==> src/rtl/vga_pkg.sv <==
// ---------------------------------------------------------------------------
// vga_pkg
// Shared constants for the 640x480 @ 60 Hz text-overlay controller:
//   - horizontal / vertical timing (visible, front porch, sync, back porch)
//   - derived counter limits and sync windows as 10-bit values
//   - text overlay origin and the 8x8 glyph ROM for the message "HOLA"
//   - glyph_bit(): looks up one pixel of one glyph (MSB = leftmost pixel)
// ---------------------------------------------------------------------------
package vga_pkg;

    typedef logic [9:0] coord_t;
    typedef logic [2:0] rgb_t;

    // Horizontal timing in pixels
    localparam int H_VISIBLE = 640;
    localparam int H_FP      = 16;
    localparam int H_SYNC    = 96;
    localparam int H_BP      = 48;
    localparam int H_TOTAL   = H_VISIBLE + H_FP + H_SYNC + H_BP;    // 800

    // Vertical timing in lines
    localparam int V_VISIBLE = 480;
    localparam int V_FP      = 10;
    localparam int V_SYNC    = 2;
    localparam int V_BP      = 33;
    localparam int V_TOTAL   = V_VISIBLE + V_FP + V_SYNC + V_BP;    // 525

    // Counter limits and sync windows (inclusive bounds)
    localparam coord_t H_LAST       = coord_t'(H_TOTAL - 1);
    localparam coord_t V_LAST       = coord_t'(V_TOTAL - 1);
    localparam coord_t H_VIS_END    = coord_t'(H_VISIBLE);
    localparam coord_t V_VIS_END    = coord_t'(V_VISIBLE);
    localparam coord_t H_SYNC_FIRST = coord_t'(H_VISIBLE + H_FP);
    localparam coord_t H_SYNC_LAST  = coord_t'(H_VISIBLE + H_FP + H_SYNC - 1);
    localparam coord_t V_SYNC_FIRST = coord_t'(V_VISIBLE + V_FP);
    localparam coord_t V_SYNC_LAST  = coord_t'(V_VISIBLE + V_FP + V_SYNC - 1);

    // Text overlay: 4 glyphs of 8x8, each pixel doubled in both directions
    localparam int TXT_X     = 288;
    localparam int TXT_Y     = 232;
    localparam int TXT_CHARS = 4;
    localparam int GLYPH_DIM = 8;
    localparam int TXT_SCALE = 2;

    localparam coord_t TXT_X0    = coord_t'(TXT_X);
    localparam coord_t TXT_X_END = coord_t'(TXT_X + TXT_CHARS * GLYPH_DIM * TXT_SCALE); // exclusive
    localparam coord_t TXT_Y0    = coord_t'(TXT_Y);
    localparam coord_t TXT_Y_END = coord_t'(TXT_Y + GLYPH_DIM * TXT_SCALE);             // exclusive

    // Glyph ROM: [character][row], bit 7 of each row is the leftmost pixel
    localparam logic [7:0] GLYPH_ROM [TXT_CHARS][GLYPH_DIM] = '{
        '{8'hC3, 8'hC3, 8'hC3, 8'hFF, 8'hFF, 8'hC3, 8'hC3, 8'hC3},   // H
        '{8'h3C, 8'h66, 8'hC3, 8'hC3, 8'hC3, 8'hC3, 8'h66, 8'h3C},   // O
        '{8'hC0, 8'hC0, 8'hC0, 8'hC0, 8'hC0, 8'hC0, 8'hFF, 8'hFF},   // L
        '{8'h18, 8'h3C, 8'h66, 8'hC3, 8'hFF, 8'hC3, 8'hC3, 8'hC3}    // A
    };

    // col counts pixels from the left edge of the glyph, so it is mirrored
    // onto the bit index (leftmost pixel = bit 7).
    function automatic logic glyph_bit(input logic [1:0] ch,
                                       input logic [2:0] row,
                                       input logic [2:0] col);
        logic [7:0] glyph_row;
        glyph_row = GLYPH_ROM[ch][row];
        return glyph_row[3'd7 - col];
    endfunction

endpackage

==> src/rtl/vga_sync.sv <==
// ---------------------------------------------------------------------------
// vga_sync
// Pixel-tick divider and raster counters for 640x480 @ 60 Hz from a 50 MHz
// clock. A toggle register produces a tick on every second clk; the
// horizontal counter advances on each tick and the vertical counter advances
// when the horizontal counter wraps.
//
// Ports:
//   clk          in   50 MHz clock, rising edge
//   reset        in   synchronous active-high reset (h=0, v=0, tick phase 0)
//   frame_start  out  tick at h=0, v=0 (only when FRAME_LATCH_EN is defined)
//   hsync_raw    out  combinational hsync, active low
//   vsync_raw    out  combinational vsync, active low
//   video_on     out  current position is in the visible area
//   in_text      out  current position is inside the text window
//   text_col     out  pixel column inside the window in glyph units (0..31)
//   text_row     out  glyph row inside the window (0..7)
// ---------------------------------------------------------------------------
module vga_sync
    import vga_pkg::*;
(
    input  logic       clk,
    input  logic       reset,
`ifdef FRAME_LATCH_EN
    output logic       frame_start,
`endif
    output logic       hsync_raw,
    output logic       vsync_raw,
    output logic       video_on,
    output logic       in_text,
    output logic [4:0] text_col,
    output logic [2:0] text_row
);

    logic   tick_reg;
    logic   tick_next;
    coord_t h_reg;
    coord_t h_next;
    coord_t v_reg;
    coord_t v_next;

    // Counters only move on the cycle where the tick register is high, so
    // the first advance happens on the second clk after reset release.
    always_comb begin
        tick_next = ~tick_reg;
        h_next    = h_reg;
        v_next    = v_reg;
        if (tick_reg) begin
            if (h_reg == H_LAST) begin
                h_next = '0;
                if (v_reg == V_LAST) begin
                    v_next = '0;
                end else begin
                    v_next = v_reg + 10'd1;
                end
            end else begin
                h_next = h_reg + 10'd1;
            end
        end
    end

    always_ff @(posedge clk) begin
        if (reset) begin
            tick_reg <= 1'b0;
            h_reg    <= '0;
            v_reg    <= '0;
        end else begin
            tick_reg <= tick_next;
            h_reg    <= h_next;
            v_reg    <= v_next;
        end
    end

    assign hsync_raw = !((h_reg >= H_SYNC_FIRST) && (h_reg <= H_SYNC_LAST));
    assign vsync_raw = !((v_reg >= V_SYNC_FIRST) && (v_reg <= V_SYNC_LAST));
    assign video_on  = (h_reg < H_VIS_END) && (v_reg < V_VIS_END);

    assign in_text = (h_reg >= TXT_X0) && (h_reg < TXT_X_END) &&
                     (v_reg >= TXT_Y0) && (v_reg < TXT_Y_END);

    // Halving the offset undoes the 2x magnification. Outside the window the
    // values are meaningless and are masked by in_text.
    assign text_col = 5'((h_reg - TXT_X0) >> 1);
    assign text_row = 3'((v_reg - TXT_Y0) >> 1);

`ifdef FRAME_LATCH_EN
    assign frame_start = tick_reg && (h_reg == '0) && (v_reg == '0);
`endif

endmodule

==> src/rtl/controlador_vga.sv <==
// ---------------------------------------------------------------------------
// controlador_vga
// VGA text-overlay controller, 640x480 @ 60 Hz from a 50 MHz clock. Renders
// "HOLA" (8x8 glyphs scaled x2) centred on screen in the colour chosen by
// the switches. All outputs are registered one clk after the counter state.
//
// Build option:
//   FRAME_LATCH_EN  defined   -> switches captured only at frame start
//                               (tick with h=0, v=0), so no tearing
//                   undefined -> switches registered every clk
//
// Ports:
//   clk          in   50 MHz clock, rising edge
//   reset        in   synchronous active-high reset
//   rgbswitches  in   text colour [2]=red [1]=green [0]=blue
//   rgbtext      out  registered pixel colour, same bit order
//   hsync        out  registered horizontal sync, active low
//   vsync        out  registered vertical sync, active low
// ---------------------------------------------------------------------------
module controlador_vga
    import vga_pkg::*;
(
    input  logic       clk,
    input  logic       reset,
    input  logic [2:0] rgbswitches,
    output logic [2:0] rgbtext,
    output logic       hsync,
    output logic       vsync
);

    logic       hsync_raw;
    logic       vsync_raw;
    logic       video_on;
    logic       in_text;
    logic [4:0] text_col;
    logic [2:0] text_row;
`ifdef FRAME_LATCH_EN
    logic       frame_start;
`endif

    vga_sync u_sync (
        .clk         (clk),
        .reset       (reset),
`ifdef FRAME_LATCH_EN
        .frame_start (frame_start),
`endif
        .hsync_raw   (hsync_raw),
        .vsync_raw   (vsync_raw),
        .video_on    (video_on),
        .in_text     (in_text),
        .text_col    (text_col),
        .text_row    (text_row)
    );

    rgb_t colour_reg;
    rgb_t colour_next;
    rgb_t rgbtext_reg;
    rgb_t rgbtext_next;
    logic hsync_reg;
    logic vsync_reg;
    logic pixel_lit;

    always_comb begin
        colour_next = colour_reg;
`ifdef FRAME_LATCH_EN
        if (frame_start) begin
            colour_next = rgbswitches;
        end
`else
        colour_next = rgbswitches;
`endif
    end

    // text_col[4:3] selects the character, text_col[2:0] the column in it.
    assign pixel_lit = video_on && in_text &&
                       glyph_bit(text_col[4:3], text_row, text_col[2:0]);

    genvar gi;
    generate
        for (gi = 0; gi < 3; gi++) begin : g_rgb
            assign rgbtext_next[gi] = pixel_lit & colour_reg[gi];
        end
    endgenerate

    always_ff @(posedge clk) begin
        if (reset) begin
            colour_reg  <= '0;
            rgbtext_reg <= '0;
            hsync_reg   <= 1'b1;
            vsync_reg   <= 1'b1;
        end else begin
            colour_reg  <= colour_next;
            rgbtext_reg <= rgbtext_next;
            hsync_reg   <= hsync_raw;
            vsync_reg   <= vsync_raw;
        end
    end

    assign rgbtext = rgbtext_reg;
    assign hsync   = hsync_reg;
    assign vsync   = vsync_reg;

endmodule

==> config.mk <==
export PLATFORM = sky130hd
export DESIGN_NAME = controlador_vga
export DESIGN_NICKNAME = d
export VERILOG_FILES = /design/src/rtl/vga_pkg.sv /design/src/rtl/vga_sync.sv /design/src/rtl/controlador_vga.sv
export SDC_FILE = /design/constraint.sdc
export NUM_CORES = 1
export LEC_CHECK = 0
export CAP_MARGIN = 10
export CORE_ASPECT_RATIO = 1.75
export CORE_MARGIN = 8
export CORE_UTILIZATION = 50
export DETAILED_ROUTE_END_ITERATION = 6
export PLACE_DENSITY_LB_ADDON = 0.12
export SYNTH_ARGS = -nofsm -noshare
export SYNTH_HDL_FRONTEND = slang
export SYNTH_SLANG_ARGS = --single-unit
==> constraint.sdc <==
create_clock -name clk -period 6 [get_ports clk]
set_clock_uncertainty 0.2 [all_clocks]
set_input_delay 1.8 -clock clk [delete_from_list [all_inputs] [get_ports clk]]
set_output_delay 1.8 -clock clk [all_outputs]
set_load 0.01 [all_outputs]
After elaboration in Yosys (flattened, before gate mapping). Index checks and enable logic that the tools add are counted.

Add/subtract/negate cells: 5. Reduce and logical (&&, ||, !) cells: 11. Equal/unequal tests: 2. Magnitude comparators: 13. Multiplexer cells: 10. Bitwise gates (word level): 6.

Operators by type and width (count): binary-select mux 64 bit (select 2 bit) (1); two-way mux 64 bit (2); binary-select mux 8 bit (select 3 bit) (1); adder 10 x 1 -> 10 bit (second input constant) (2); equality test 10 bit (second input constant) (2); >= comparator 10 x 9 -> 1 bit (second input constant) (2); less-than comparator 10 x 9 -> 1 bit (second input constant) (2); two-way mux 10 bit (2); two-way mux 8 bit (2); >= comparator 10 bit (second input constant) (1); >= comparator 10 x 8 -> 1 bit (second input constant) (1); less-or-equal comparator 10 bit (second input constant) (1); less-or-equal comparator 10 x 9 -> 1 bit (second input constant) (1); less-than comparator 10 bit (second input constant) (1); less-than comparator 10 x 8 -> 1 bit (second input constant) (1); logical AND 1 bit (8); subtractor 6 bit (second input constant) (1); >= comparator 4 bit (second input constant) (1); less-than comparator 3 x 4 -> 1 bit (second input constant) (1); NOT 3 -> 4 bit (1); subtractor 4 bit (second input constant) (1); bitwise AND 1 bit (3); binary-select mux 1 bit (select 3 bit) (1); >= comparator 3 bit (second input constant) (1); other kinds (6) (7).

Logic and storage cells: 54. Flip-flop bits (word level): 29. Output and inout port bits: 5.

Longest topological paths before layout. Gate-level depths: netlist (run 1).

Depth in word-level cells: 12. Depth in mapped cells: 9.

Modules after synthesis. From an unflattened synthesis (run 1), not the netlist that was laid out.

Cell total of the unflattened synthesis: 228. Area total of the unflattened synthesis: 1836.8 um^2.

Modules (own cells, without submodules): vga_sync (cells an instance 147, area each 1173.6 um^2, times used 1); controlador_vga (cells an instance 81, area each 663.1 um^2, times used 1).

Least setup slack after synthesis (run 1). No wires, ideal clock.

Kind: in2reg. From: input port reset. To: register rgbtext_reg[0], in the netlist rgbtext[0]. Data arrival time: 2.683 ns. Setup time: 0.060 ns. Slack: 3.057 ns. Stages on the path: 5. Required time: 5.740 ns. Cells stage by stage: or2_2 > nor4_1 > and4_1 > and3_1 > and3_1.

RTL lines: from (decl) (line controlador_vga.sv:24) `input logic reset,`; to (signal assigned) (line controlador_vga.sv:93) `rgbtext_reg <= rgbtext_next;`; to (decl) (line controlador_vga.sv:57) `rgb_t rgbtext_reg;`.

==> results of run 1 <==
## metal layers
metal / part of all wire, % / vias to the layer above / GRT usage (%)
met3: 3.4 / 13 / 2.945
li1: - / 782 / -
met4: 3.7 / 0 / 9.943
met1: 38 / 741 / 16.26
met5: 0 / - / 0
met2: 54 / 33 / 27.78
## placed cells by master, fill, tap and decap left out, types with 2 or more instances in the layout
master / n
a21oi_1: 5
and3_1: 7
and3b_1: 2
clkbuf_8: 6
clkdlybuf4s50_1: 9
dfxtp_1: 29
ha_1: 11
inv_1: 9
inv_2: 2
mux2i_1: 3
nand2_1: 21
nand2b_1: 8
nand3_1: 6
nand4_1: 4
nor2_1: 26
nor2b_1: 8
nor3_1: 8
nor3b_1: 3
nor4_1: 4
nor4_2: 3
o2111ai_1: 3
o21ai_0: 2
o21ai_1: 2
xnor2_1: 11
xor2_1: 6
## cell type report
cell class	instances	area, sq um	area share, %
Clock buffer	7	86.33	4.257
Timing Repair Buffer	9	90.09	4.442
Inverter	11	41.29	2.036
Clock inverter	1	30.03	1.481
Multi-Input combinational cell	168	1142	56.32
Sequential cell	29	580.6	28.62
Tap cell	46	57.56	2.838
## kinds of logic after synthesis
family | Yosys count | share of synthesized area [%]
AND/OR/NAND/NOR | 107 | 32.75
AO/OA/AOI/OAI | 30 | 12.09
flip-flops | 29 | 31.52
buffers and inverters | 27 | 6.454
XOR/XNOR | 17 | 8.084
adder cells (fa/ha/maj) | 11 | 7.473
multiplexers | 3 | 1.630
## worst min-delay path by stage
stage	cells after the start	from	endpoint	slack, ns
3_5_place_dp	1	u_sync.tick_reg	u_sync.tick_reg	0.34
3_3_place_gp	1	u_sync.tick_reg	u_sync.tick_reg	0.34
6_report	1	u_sync.tick_reg	u_sync.tick_reg	0.35
4_1_cts	1	u_sync.tick_reg	u_sync.tick_reg	0.36
5_1_grt	1	u_sync.tick_reg	u_sync.tick_reg	0.39
2_1_floorplan	3	u_sync.h_reg[9]	hsync	0.29
## critical path, delay by kind of cell
family | cells | cell delay (ns)
simple gates | 5 | 1.07
buf+inv | 1 | 0.61
## power groups by stage
stage | Sequential [mW] | Combinational, mW | Clock, mW
after floorplan | 0.201 | 0.0104 | 0
after global placement | 0.203 | 0.0118 | 0
after detailed placement | 0.203 | 0.0123 | 0
after CTS | 0.199 | 0.0123 | 0.217
after global routing | 0.199 | 0.0135 | 0.224
final | 0.199 | 0.0121 | 0.209
## through the flow
stage	hold slack [ns]	worst slack [ns]	utilization, %	instance area, sq um	cells
final	0.3534	2.525	56.46	2028	271
after detailed placement	0.3405	2.236	53.22	1912	263
after global routing	0.3896	2.368	56.46	2028	271
after global placement	0.3411	2.295	53.22	1912	263
after CTS	0.3557	2.515	56.46	2028	271
after floorplan	0.2882	3.057	-	1842	224
==> flow_summary.json, run 1 <==
{
  "dieWidth_microns": 61.88,
  "synth_edf_count": 0,
  "grt_first_pass_wirelength_microns": 7107,
  "drv_cap": 0,
  "clock_latency_ns": 0.29,
  "viasPerCell": 5.790,
  "critPathArrivalTime_ns": 3.49,
  "vias": 1569,
  "clk_pin_slew_ns": 0.06,
  "synth_top_area_cell": "dfxtp_1",
  "path_cells": "clkdlybuf4s50_1 > or2_2 > nor4_1 > and4_1 > and3_1 > and3_1",
  "ys_ff_latch": 29,
  "die_h_microns": 96.29,
  "routed_wl_microns": 4164,
  "setup_tns_ns": 0,
  "io_buffers": 9,
  "rsz0062_at_grt": "false",
  "cts-resized-gates": 0,
  "root_buffer": "clkbuf_8",
  "io_pins": 10,
  "reg2reg_slack_ns": 3.44,
  "core_area_sq_um": 3592,
  "drt_iter0_markers": 71,
  "post_synth_num_cell_types": 52,
  "endpoint": "rgbtext[2]",
  "yosys_warnings": 0,
  "antenna_found_initial": 0,
  "maxSlewHeadroom_pct": 52.34,
  "yosysSeqAreaShare_pct": 31.52,
  "synth_nets": 240,
  "setup_viol": 0,
  "cp_common_cell": "and3_1",
  "p_int_mw": 0.3367,
  "numCtsBuffers": 5,
  "first_global_vias": 1570,
  "worstReg2RegEnd": "rgbtext[2]",
  "postCtsSetupRepairBufs": 0,
  "startpoint_type": "input port",
  "p_sw_share_pct": 19.93,
  "power_leakage_nw": 0.7210,
  "cp.required_ns": 6.02,
  "grt_start_max_net_pins": 21,
  "hold_buffers": 0,
  "cts_tree": "done",
  "area_growth_pct": 10.12,
  "worstReg2RegStart": "u_sync.h_reg[4]",
  "fmax_mhz": 287.7,
  "yosysMostFrequentCell": "dfxtp_1",
  "dp_hpwl_microns": 3149,
  "cts.htree.levels": 2,
  "drive_gt1_share_pct": 7.556,
  "finalPower_mw": 0.4205,
  "post_drt_wl_per_cell_microns": 15.37,
  "worst_pin_slew_ns": 0.7139,
  "diodes": 0,
  "clock-sinks": 29,
  "yosysTopAreaCellShare_pct": 31.52,
  "dr.pass1.iters": 4,
  "p_per_area_nw_per_um2": 207.3,
  "clk_path_buf_depth": 2,
  "hold_path.class": "reg2reg",
  "ir_worst_vdd_mv": 0.2039,
  "pwr-share-clk_pct": 49.8,
  "critPathCaptureType": "flip-flop",
  "hold_viol": 0,
  "switching_power_mw": 0.08378,
  "drv_slew": 0,
  "crit_fanout": 12,
  "initial_core_util_pct": 51.27,
  "die_area_sq_um": 5958,
  "outcome": "finished, final reports clean",
  "rows": 29,
  "route.detailed.drc": 0,
  "yosys-top-cells-area": "dfxtp_1 32%, ha_1 7.5%, nor2_1 5.3%",
  "n_fill_cell": 341,
  "final_nets": 240,
  "grt_use_total_pct": 15.82,
  "pwr-share-comb_pct": 2.9,
  "seq_power_share_pct": 47.3,
  "fin_crit_sh_pct": 57.92,
  "critPathLaunch": "reset",
  "synth_top_cells_by_count": "29 x dfxtp_1, 26 x nor2_1, 21 x nand2_1",
  "crit_slowest_cell": "clkdlybuf4s50_1",
  "async_reset_ff_share_pct": 0,
  "rr_worst_depth": 7,
  "place_congestion": 0.8630,
  "syn-instance-count": 224,
  "syn-cell-area_sq_um": 1842,
  "final.min_clock_period_ns": 3.475,
  "ant_nets": 0,
  "syn_avg_cell_area_sq_um": 8.222,
  "cp_slowest_stage_delay_ns": 0.61,
  "ys.flop_type": "dfxtp_1",
  "crit_type": "in2reg",
  "gr-total-overflow": 0
}
(Power assumes the default switching activity.)
==> run 2, diff against run 1 <==
==> constraint.sdc (replaced) <==
create_clock -name clk -period 3.5 [get_ports clk]
set_clock_uncertainty 0.2 [all_clocks]
set_input_delay 1.05 -clock clk [delete_from_list [all_inputs] [get_ports clk]]
set_output_delay 1.05 -clock clk [all_outputs]
set_load 0.01 [all_outputs]
==> run 2 against run 1 <==
Non-clock buffer count rose by 1. Via count is 0.25% lower. Die area unchanged. First-iteration DRC count decreased by 7.0%. Setup slack got worse by 1.6 ns. Utilization down 0.63 points. Sequential power grew 72%. Sequential cell count stayed put. Critical path depth stayed put. Register-to-register slack worse by 2.5 ns. Combinational power increased by 83%. Global-route usage down 0.052 points. Largest cell class unchanged.
==> flow_summary.json, run 2 (synthesis gave the netlist of run 1 again) <==
{
  "setup_ws_ns": 0.9601,
  "io_buffers": 9,
  "multiInputGateArea_sq_um": 1142,
  "io_pins": 10,
  "ant_nets": 0,
  "grt_first_pass_wirelength_microns": 7113,
  "n_fill_cell": 327,
  "drv_slew": 0,
  "cts_tree": "done",
  "finalPower_mw": 0.6337,
  "final_nets": 241,
  "grt_use_total_pct": 15.77,
  "cp.required_ns": 3.47,
  "core_area_sq_um": 3592,
  "antenna_found_initial": 0,
  "outcome": "finished, final reports clean",
  "clk_pin_slew_ns": 0.06,
  "routed_wl_microns": 4190,
  "placed_cell_area_sq_um": 1919,
  "rsz0062_at_grt": "false",
  "dr.pass1.iters": 5,
  "ir_worst_vdd_mv": 0.3437,
  "postCtsSetupRepairBufs": 0,
  "diodes": 0,
  "clk_path_buf_depth": 2,
  "critPathCaptureType": "flip-flop",
  "route.detailed.drc": 0,
  "clock-sinks": 29,
  "holdWs_ns": 0.3525,
  "hold_path.class": "reg2reg",
  "crit_type": "reg2reg",
  "grt_start_max_net_pins": 21,
  "startpoint_type": "flip-flop",
  "dp_hpwl_microns": 3230,
  "post_drt_wl_per_cell_microns": 15.46,
  "worst_pin_slew_ns": 0.7179,
  "ff_latch_area_sq_um": 580.6,
  "final_cell_mix": "29 x dfxtp_1, 26 x nor2_1, 21 x nand2_1",
  "viasPerCell": 5.775,
  "initial_core_util_pct": 51.27,
  "cts.htree.levels": 2,
  "drive_gt1_share_pct": 7.556,
  "power_leakage_nw": 0.7117,
  "p_per_area_nw_per_um2": 316.0,
  "final.min_clock_period_ns": 2.540,
  "cts-resized-gates": 0,
  "fin_crit_sh_pct": 72.57,
  "die_h_microns": 96.29,
  "maxSlewHeadroom_pct": 52.08,
  "fmax_mhz": 393.7,
  "hold_buffers": 0,
  "gr-total-overflow": 0,
  "crit_fanout": 11,
  "place_ws_ns": 0.7296,
  "final_area_sq_um": 2006,
  "hold_viol": 0,
  "critPathArrivalTime_ns": 2.51,
  "clock_latency_ns": 0.27,
  "rows": 29,
  "first_global_vias": 1576,
  "layout_commonest_cell": "dfxtp_1",
  "numCtsBuffers": 5,
  "die_area_sq_um": 5958,
  "root_buffer": "clkbuf_8",
  "drv_cap": 0,
  "setup_tns_ns": 0,
  "area_growth_pct": 8.899,
  "dieWidth_microns": 61.88,
  "vias": 1565,
  "drt_iter0_markers": 66,
  "place_congestion": 0.8755,
  "setup_viol": 0
}
## run 2: cell types whose count changed in the layout (fill, tap and decap cells not counted), sizes merged
cell / previous run / this run
bufinv: 1 / 0
buf: 0 / 1
## run 2: layer usage
metal  wire, microns  vias up  global-route usage (%)
met2            2314       25                   28.13
met4             129        0                   7.839
met5               0        -                       0
met3             108       11                   3.079
li1                -      784                       -
met1            1638      745                   16.58
## run 2: through the flow
stage,util (%),std cells
6_report,55.83,271
5_1_grt,55.83,271
4_1_cts,55.83,271
3_5_place_dp,53.43,264
3_3_place_gp,53.43,264
2_1_floorplan,-,224
## run 2: report_power, final
| part | internal [mW] | switching, mW |
|---|---|---|
| Sequential | 0.335 | 0.00691 |
| Combinational | 0.0114 | 0.0108 |
| Clock | 0.155 | 0.114 |
## run 2: path summary, 6_finish.rpt
kind                                       from               to  slack, ns  cells past startpoint
worst min register to register  u_sync.v_reg[9]  u_sync.v_reg[9]       0.35                      2
worst min-delay path            u_sync.v_reg[9]  u_sync.v_reg[9]       0.35                      2
worst max-delay path            u_sync.h_reg[1]  u_sync.v_reg[9]       0.96                      6
worst max register to register  u_sync.h_reg[1]  u_sync.v_reg[9]       0.96                      6
## run 2: layout make-up
type,instances,area share [%]
clock buffer,7,4.304
inverter,11,2.059
multi-input combinational,168,56.96
sequential,29,28.95
tap,46,2.870
timing repair buffer,10,4.866
## run 2: critical path, cell delays in order, from the launching register on
cell	delay, ns
dfxtp_1	0.55
ha_1	0.33
nand4_4	0.13
or4_4	0.65
nor4_2	0.36
xnor2_1	0.16
nor2_1	0.05
==> run 3, diff against run 2 <==
==> constraint.sdc (replaced) <==
create_clock -name clk -period 2.3 [get_ports clk]
set_clock_uncertainty 0.2 [all_clocks]
set_input_delay 0.69 -clock clk [delete_from_list [all_inputs] [get_ports clk]]
set_output_delay 0.69 -clock clk [all_outputs]
set_load 0.01 [all_outputs]
==> run 3 against run 2 <==
Sequential share of layout area is 2.8 points lower. Combinational power is 110% higher. Die area stayed put. Register-to-register slack worse by 0.90 ns. Largest cell class unchanged. Routed wire length is 11% higher. Maximum frequency is 13% higher. Final area is 11% higher. Via count is 7.5% higher. Final cell count is 8.5% higher. Sequential power is 50% higher. First-iteration DRC count is 35% lower. Clock power is 57% higher. Largest power group unchanged.
==> flow_summary.json, run 3 (synthesis gave the netlist of run 1 again) <==
{
  "outcome": "finished, final reports clean",
  "clock_latency_ns": 0.28,
  "die_area_sq_um": 5958,
  "cp.required_ns": 2.27,
  "io_buffers": 9,
  "gr-total-overflow": 0,
  "rows": 29,
  "critPathArrivalTime_ns": 2.21,
  "crit_buf_inv": 2,
  "drt_iter0_markers": 43,
  "hold_path.class": "reg2reg",
  "clock-sinks": 29,
  "final_area_sq_um": 2231,
  "drive_gt1_share_pct": 19.35,
  "place_congestion": 0.8857,
  "placed_cell_area_sq_um": 2054,
  "crit_type": "reg2reg",
  "drv_slew": 0,
  "cp_slowest_stage_delay_ns": 0.55,
  "viasPerCell": 5.721,
  "dr.pass1.iters": 4,
  "final_cell_mix": "27 x dfxtp_1, 26 x nor2_1, 22 x buf_4",
  "crit_fanout": 5,
  "grt_start_max_net_pins": 19,
  "fin_cells": 294,
  "cts.htree.levels": 2,
  "critPathLaunch": "u_sync.h_reg[5]",
  "root_buffer": "clkbuf_8",
  "p_per_area_nw_per_um2": 440.6,
  "dp_hpwl_microns": 3508,
  "power_leakage_nw": 0.8723,
  "antenna_found_initial": 0,
  "startpoint_type": "flip-flop",
  "io_pins": 10,
  "worstReg2RegStart": "u_sync.h_reg[5]",
  "hold_buffers": 0,
  "crit_slowest_cell": "or4_4",
  "diodes": 0,
  "dp_cells": 282,
  "holdWs_ns": 0.3686,
  "first_global_vias": 1702,
  "drv_cap": 0,
  "core_area_sq_um": 3592,
  "hold_viol": 0,
  "grt_first_pass_wirelength_microns": 7728,
  "routed_wl_microns": 4636,
  "fmax_mhz": 446.2,
  "area_growth_pct": 21.13,
  "fin_crit_sh_pct": 97.43,
  "route.detailed.drc": 0,
  "hp-start": "u_sync.v_reg[7]",
  "setup_viol": 0,
  "layout_commonest_cell": "dfxtp_1",
  "initial_core_util_pct": 51.27,
  "post_drt_wl_per_cell_microns": 15.77,
  "dieWidth_microns": 61.88,
  "die_h_microns": 96.29,
  "numCtsBuffers": 5,
  "final.min_clock_period_ns": 2.241,
  "clk_path_buf_depth": 2,
  "clk_pin_slew_ns": 0.06,
  "grt_use_total_pct": 17.12,
  "path_cells": "inv_2 > ha_2 > nand2_1 > or4_4 > buf_12 > nor4_4 > xnor2_1 > nor2_1",
  "maxSlewHeadroom_pct": 61.46,
  "worst_pin_slew_ns": 0.5774,
  "vias": 1682,
  "ir_worst_vdd_mv": 0.5062,
  "critPathTopFamily": "simple AND/OR/NAND/NOR gates",
  "critPathCaptureType": "flip-flop",
  "final_nets": 264,
  "cts_tree": "done",
  "ant_nets": 0
}
==> run 3: cell types whose count changed in the layout (fill, tap and decap cells not counted), moves of 2 or more <==
cell and change:
buf_4 +21, nor4_2 -2, dfxtp_1 -2, nor4_4 +2, ha_1 -2, dfxtp_2 +2, ha_2 +2
==> run 3: path summary, 6_finish.rpt <==
check / to / slack, ns / cells past startpoint
setup reg to reg: u_sync.v_reg[9] / 0.06 / 8
setup / recovery: u_sync.v_reg[9] / 0.06 / 8
hold reg to reg: u_sync.v_reg[7] / 0.37 / 2
hold / removal: u_sync.v_reg[7] / 0.37 / 2
==> run 3: power breakdown <==
group / switching [mW] / leakage (nW) / total [mW] / internal [mW]
combinational: 0.0241 / 0.592 / 0.0469 / 0.0228
clock: 0.186 / 0.0443 / 0.423 / 0.237
sequential: 0.00378 / 0.236 / 0.513 / 0.510
total: 0.214 / 0.872 / 0.983 / 0.769
==> run 3: per-stage QoR <==
stage                     setup slack (ns)   TNS (ns)  power (mW)  utilization, %
final                              0.05904          0      0.9829           62.10
after global placement           -0.003078  -0.003527      0.5700           57.19
after floorplan                    0.02710          0      0.5505               -
after CTS                          0.05603          0      0.9922           59.60
after global routing              -0.09558    -0.1940       1.017           62.10
after detailed placement          -0.05629    -0.1626      0.5717           57.19
==> run 3: routing by layer <==
layer | vias to the layer above | wire length, microns | track usage [%]
li1 | 830 | - | -
met1 | 800 | 1795 | 17.10
met2 | 35 | 2540 | 30.38
met3 | 17 | 140 | 4.150
met4 | 0 | 159 | 9.943
met5 | - | 0 | 0
==> run 3: final cells by class <==
| class | instances | area, sq um |
|---|---|---|
| Clock buffer | 7 | 86.33 |
| Fill cell | 327 | 1361 |
| Inverter | 11 | 41.29 |
| Multi-Input combinational cell | 168 | 1182 |
| Sequential cell | 29 | 583.1 |
| Tap cell | 46 | 57.56 |
| Timing Repair Buffer | 33 | 280.3 |
==> run 3: worst min-delay path, stage by stage, from the launching register on <==
cell     delay [ns]
dfxtp_1        0.37
xnor2_1        0.08
nor2_1         0.08
==> run 3: repair_timing <==
action	in CTS	in global routing
setup buffers	0	5
resized for setup	0	11
setup endpoints to repair	0	6
hold endpoints to repair	0	0
